[src/rtl/sar_pkg.sv]
// Shared types and constants for the successive-approximation search engine.
package sar_pkg;

    localparam int SAR_WIDTH_DEFAULT = 4;

    typedef enum logic [0:0] {
        IDLE  = 1'b0,
        PROBE = 1'b1
    } sar_state_e;

    localparam logic [0:0] ST_IDLE  = 1'b0;
    localparam logic [0:0] ST_PROBE = 1'b1;

    function automatic logic cmp_one_hot(input logic lower, input logic equal, input logic greater);
        return ({lower, equal, greater} == 3'b100) ||
               ({lower, equal, greater} == 3'b010) ||
               ({lower, equal, greater} == 3'b001);
    endfunction

endpackage

[src/rtl/sar_search.sv]
// SAR search engine: drives trial values into an external comparator, one bit per cycle MSB first.
// Optional build macro SAR_EARLY_EXIT_EN ends the search on the first equal response.
//
// state    | meaning
// ---------+-------------------------------------------------------------
// ST_IDLE  | waiting for start; trial holds the last driven value
// ST_PROBE | trial = acc | (1<<k) presented, comparator sampled at cycle end
module sar_search
    import sar_pkg::*;
#(
    parameter int WIDTH = SAR_WIDTH_DEFAULT
) (
    input  logic             clk,
    input  logic             rst_n,
    input  logic             start_i,
    output logic [WIDTH-1:0] trial_o,
    input  logic             cmp_lower_i,
    input  logic             cmp_equal_i,
    input  logic             cmp_greater_i,
    output logic             busy_o,
    output logic             done_o,
    output logic [WIDTH-1:0] result_o,
    output logic             err_o
);

    localparam int KW = (WIDTH > 2) ? $clog2(WIDTH) : 1;

    logic [0:0]       state_q, state_d;
    logic [KW-1:0]    k_q, k_d;
    logic [WIDTH-1:0] acc_q, acc_d;
    logic [WIDTH-1:0] trial_q, trial_d;
    logic [WIDTH-1:0] result_q, result_d;
    logic             done_q, done_d;
    logic             err_q, err_d;

    logic             one_hot;
    logic             stop_early;
    logic [WIDTH-1:0] bit_mask;
    logic [WIDTH-1:0] acc_next;

    always_comb begin
        one_hot  = cmp_one_hot(cmp_lower_i, cmp_equal_i, cmp_greater_i);
        bit_mask = {{(WIDTH-1){1'b0}}, 1'b1} << k_q;
        // A malformed response is treated as "lower": the bit stays cleared.
        acc_next = (one_hot && (cmp_greater_i || cmp_equal_i)) ? (acc_q | bit_mask) : acc_q;
`ifdef SAR_EARLY_EXIT_EN
        stop_early = one_hot && cmp_equal_i;
`else
        stop_early = 1'b0;
`endif
    end

    always_comb begin
        state_d  = state_q;
        k_d      = k_q;
        acc_d    = acc_q;
        trial_d  = trial_q;
        result_d = result_q;
        done_d   = 1'b0;
        err_d    = err_q;
        case (state_q)
            ST_IDLE: begin
                if (start_i) begin
                    state_d = ST_PROBE;
                    k_d     = KW'(WIDTH - 1);
                    acc_d   = '0;
                    trial_d = {1'b1, {(WIDTH-1){1'b0}}};
                    err_d   = 1'b0;
                end
            end
            ST_PROBE: begin
                acc_d = acc_next;
                if (!one_hot) begin
                    err_d = 1'b1;
                end
                if ((k_q == '0) || stop_early) begin
                    result_d = acc_next;
                    done_d   = 1'b1;
                    state_d  = ST_IDLE;
                end else begin
                    k_d     = k_q - 1'b1;
                    trial_d = acc_next | ({{(WIDTH-1){1'b0}}, 1'b1} << (k_q - 1'b1));
                end
            end
            default: begin
                state_d = ST_IDLE;
            end
        endcase
    end

    always_ff @(posedge clk or negedge rst_n) begin
        if (!rst_n) begin
            state_q  <= ST_IDLE;
            k_q      <= '0;
            acc_q    <= '0;
            trial_q  <= '0;
            result_q <= '0;
            done_q   <= 1'b0;
            err_q    <= 1'b0;
        end else begin
            state_q  <= state_d;
            k_q      <= k_d;
            acc_q    <= acc_d;
            trial_q  <= trial_d;
            result_q <= result_d;
            done_q   <= done_d;
            err_q    <= err_d;
        end
    end

    assign trial_o  = trial_q;
    assign busy_o   = (state_q == ST_PROBE);
    assign done_o   = done_q;
    assign result_o = result_q;
    assign err_o    = err_q;

endmodule

[config.mk]
export PLATFORM = sky130hd
export DESIGN_NAME = sar_search
export DESIGN_NICKNAME = d
export VERILOG_FILES = /design/src/rtl/sar_pkg.sv /design/src/rtl/sar_search.sv
export SDC_FILE = /design/constraint.sdc
export NUM_CORES = 1
export LEC_CHECK = 0
export ABC_AREA = 1
export CAP_MARGIN = 20
export CORE_MARGIN = 3
export CORE_UTILIZATION = 52
export DETAILED_ROUTE_END_ITERATION = 7
export GPL_TIMING_DRIVEN = 0
export PLACE_DENSITY = 0.93
export REMOVE_ABC_BUFFERS = 1
export SLEW_MARGIN = 20
export SYNTH_ARGS = -nofsm -noshare
export SYNTH_HDL_FRONTEND = slang
export SYNTH_SLANG_ARGS = --single-unit
export TNS_END_PERCENT = 50
[constraint.sdc]
create_clock -name clk -period 4.7 [get_ports clk]
set_clock_uncertainty 0.2 [all_clocks]
set_input_delay 1.175 -clock clk [delete_from_list [all_inputs] [get_ports clk]]
set_output_delay 1.175 -clock clk [all_outputs]
set_load 0.01 [all_outputs]
==> impl_metrics.py <==
metrics = {
    "floorplan": {
        "initial_core_util_pct": 58.70,
        "die_h_um": 45.27,
        "die-area_um2": 2049,
        "io_pins": 17,
        "design.core.area_um2": 1366,
        "die_w_um": 45.27,
        "rows": 13,
    },
    "placed_design": {
        "io_buffer_count": 16,
        "dp_hpwl_um": 1186,
        "dp_cells": 118,
        "place_congestion": 0.7698,
    },
    "worst_setup_path": {
        "cp_cell_sequence": "clkdlybuf4s50_1",
        "r2r_setup_slack_ns": 3.10,
        "crit_family": "flip-flops",
        "critPathMaxStageDelay_ns": 0.63,
        "crit_arrival_ns": 1.54,
        "slowest_stage": "dfrtp_1",
        "reg2reg_from": "k_q[0]",
        "critPathMaxFanout": 10,
        "end_kind": "output pin",
        "r2r-end": "trial_o[3]",
        "critical_path_required_ns": 3.32,
        "ff2ff_path_depth": 8,
        "critPathBufInv": 1,
        "crit_type": "reg -> out",
        "setup.worst_path.start_class": "flop",
    },
    "cts": {
        "clk_pin_slew_ns": 0.10,
        "h-tree-depth": 1,
        "ctsResizeCount": 0,
        "cts_buffer_depth": 2,
        "cts.hold.buffers_added": 0,
        "cts.sinks": 17,
        "cts_buffers": 3,
        "clockRootBuffer": "clkbuf_4",
        "insertion_delay_ns": 0.29,
        "cts_tree": "done",
        "post-cts-setup-buffer-count": 0,
    },
    "layout": {
        "stdcell_count": 122,
        "final_layout_size_suffix_gt1_share_pct": 8.411,
        "nets": 118,
        "seq_area_um2": 425.4,
        "insertedDiodeCount": 0,
        "final_util_pct": 72.99,
        "most-common-layout-cells": "nand2_1, dfrtp_1, clkdlybuf4s50_1",
        "filler_cell_count": 113,
        "multi_input_area_um2": 299.0,
        "syn_to_final_growth_pct": 24.34,
    },
    "job": {
        "cap_violations": 0,
    },
    "worst_hold_path": {
        "min_path_type": "reg -> reg",
        "holdPathEnd": "result_o[0]",
        "min_path_cells": 2,
        "hp-start": "result_o[0]",
    },
    "timing": {
        "grt_setup_unrepaired": "no",
        "clock.fmax_ghz": 0.3425,
        "fin_tns_setup_ns": 0,
        "drv_slew": 0,
        "period_needed_ns": 2.920,
        "whs_ns": 0.2889,
        "slew_headroom_pct": 50.17,
        "finalSetupViolations": 0,
        "hold_viol_final": 0,
        "worst_slew_pin_slew_ns": 0.7451,
        "period_share_pct": 62.12,
    },
    "pwr": {
        "p_leak_uw": 0.0005037,
        "vdd_drop_max_mv": 0.3416,
        "power_density_nw_per_um2": 662.5,
    },
    "route": {
        "ant_nets": 0,
        "totalWireLength_um": 1609,
        "avgViaCountPerCell": 5.197,
        "drc": 0,
        "drtIter0Drc": 19,
        "wl_per_cell_um": 13.19,
        "vias": 634,
        "first_pass_iters": 5,
    },
    "logic_synthesis": {
        "synth-edff-count": 0,
        "synth-main-ff-cell": "dfrtp_1",
        "ys_warn_count": 0,
        "yosysUniqueCellTypes": 20,
        "synth_area_um2": 802.0,
        "ys_seq_elements": 17,
        "syn_inst": 88,
        "async_reset_ff_share_pct": 100.0,
        "ys_seq_area_share_pct": 53.04,
        "syn_area_per_cell_um2": 9.114,
    },
    "global_route": {
        "grt_pass1_wl_um": 2739,
        "antenna_found_initial": 0,
        "gr-total-overflow": 0,
        "grt_max_degree": 18,
        "gr-usage-all-layers_pct": 18.97,
        "grt_pass1_vias": 645,
    },
    "status": {
        "outcome": "completed",
    },
}
==> synthesized netlist by cell type, drive strengths merged (3+ instances only) <==
cell,number,area (um2)
dfrtp,17,425.4
o21ai,4,20.02
nand4,3,18.77
inv,16,62.56
nand2,20,92.59
ha,4,50.05
nand3,5,25.02
a21oi,6,30.03
a31oi,3,18.77
nor2,4,15.01
==> tightest hold or removal path, cell delays in order (launching register included) <==
cell     delay (ns)
dfrtp_1        0.36
nand2_1        0.05
nand2_1        0.05
==> registers in the layout, indices dropped and copies added, names as in the netlist <==
| name | count |
|---|---|
| acc_q | 4 |
| result_o | 4 |
| trial_o | 4 |
| k_q | 2 |
| busy_o | 1 |
| done_o | 1 |
| err_o | 1 |
==> power by group <==
| group | total, uW | switching, uW | internal (uW) |
|---|---|---|---|
| logic | 320 | 167 | 153 |
| registers | 261 | 46.4 | 215 |
| clock network | 79.5 | 47.8 | 31.7 |
| total | 661 | 261 | 400 |
==> how the worst max path moves through the flow <==
stage	startpoint	endpoint	slack (ns)	cells after the start
floorplan	start_i	trial_o[3]	2.64	7
CTS	busy_o	busy_o	1.78	1
global route	busy_o	busy_o	1.73	1
detailed placement	busy_o	busy_o	2.09	1
global placement	busy_o	busy_o	2.13	1
finish	busy_o	busy_o	1.78	1
==> per-layer routing <==
| metal | global-route usage, % | share of wire (%) |
|---|---|---|
| met1 | 24.55 | 45 |
| met2 | 29.10 | 46 |
| met3 | 4.781 | 7.3 |
| met4 | 9.942 | 1.6 |
| met5 | 0 | 0 |
==> stage by stage <==
stage | total power [uW] | setup WS, ns | cell area (um2)
floorplan | 448.6 | 2.635 | 790.8
global placement | 569.6 | 2.126 | 969.7
detailed placement | 586.0 | 2.093 | 969.7
CTS | 665.4 | 1.777 | 997.2
global route | 718.9 | 1.727 | 997.2
finish | 660.7 | 1.780 | 997.2
==> cell families after synthesis <==
| logic type | synth area share [%] |
|---|---|
| adder cells (fa/ha/maj) | 6.240 |
| flip-flops | 53.04 |
| buffers and inverters | 9.672 |
| AO/OA/AOI/OAI | 11.39 |
| AND/OR/NAND/NOR | 19.66 |
==> layout make-up <==
class                           count  area share, %
Clock buffer                        3          2.258
Inverter                           17          6.650
Multi-Input combinational cell     53          29.99
Timing Repair Buffer               16          16.06
Tap cell                           15          1.882
Sequential cell                    17          42.66
Clock inverter                      1         0.5019
Note: power is estimated with default switching activity, not from simulation.
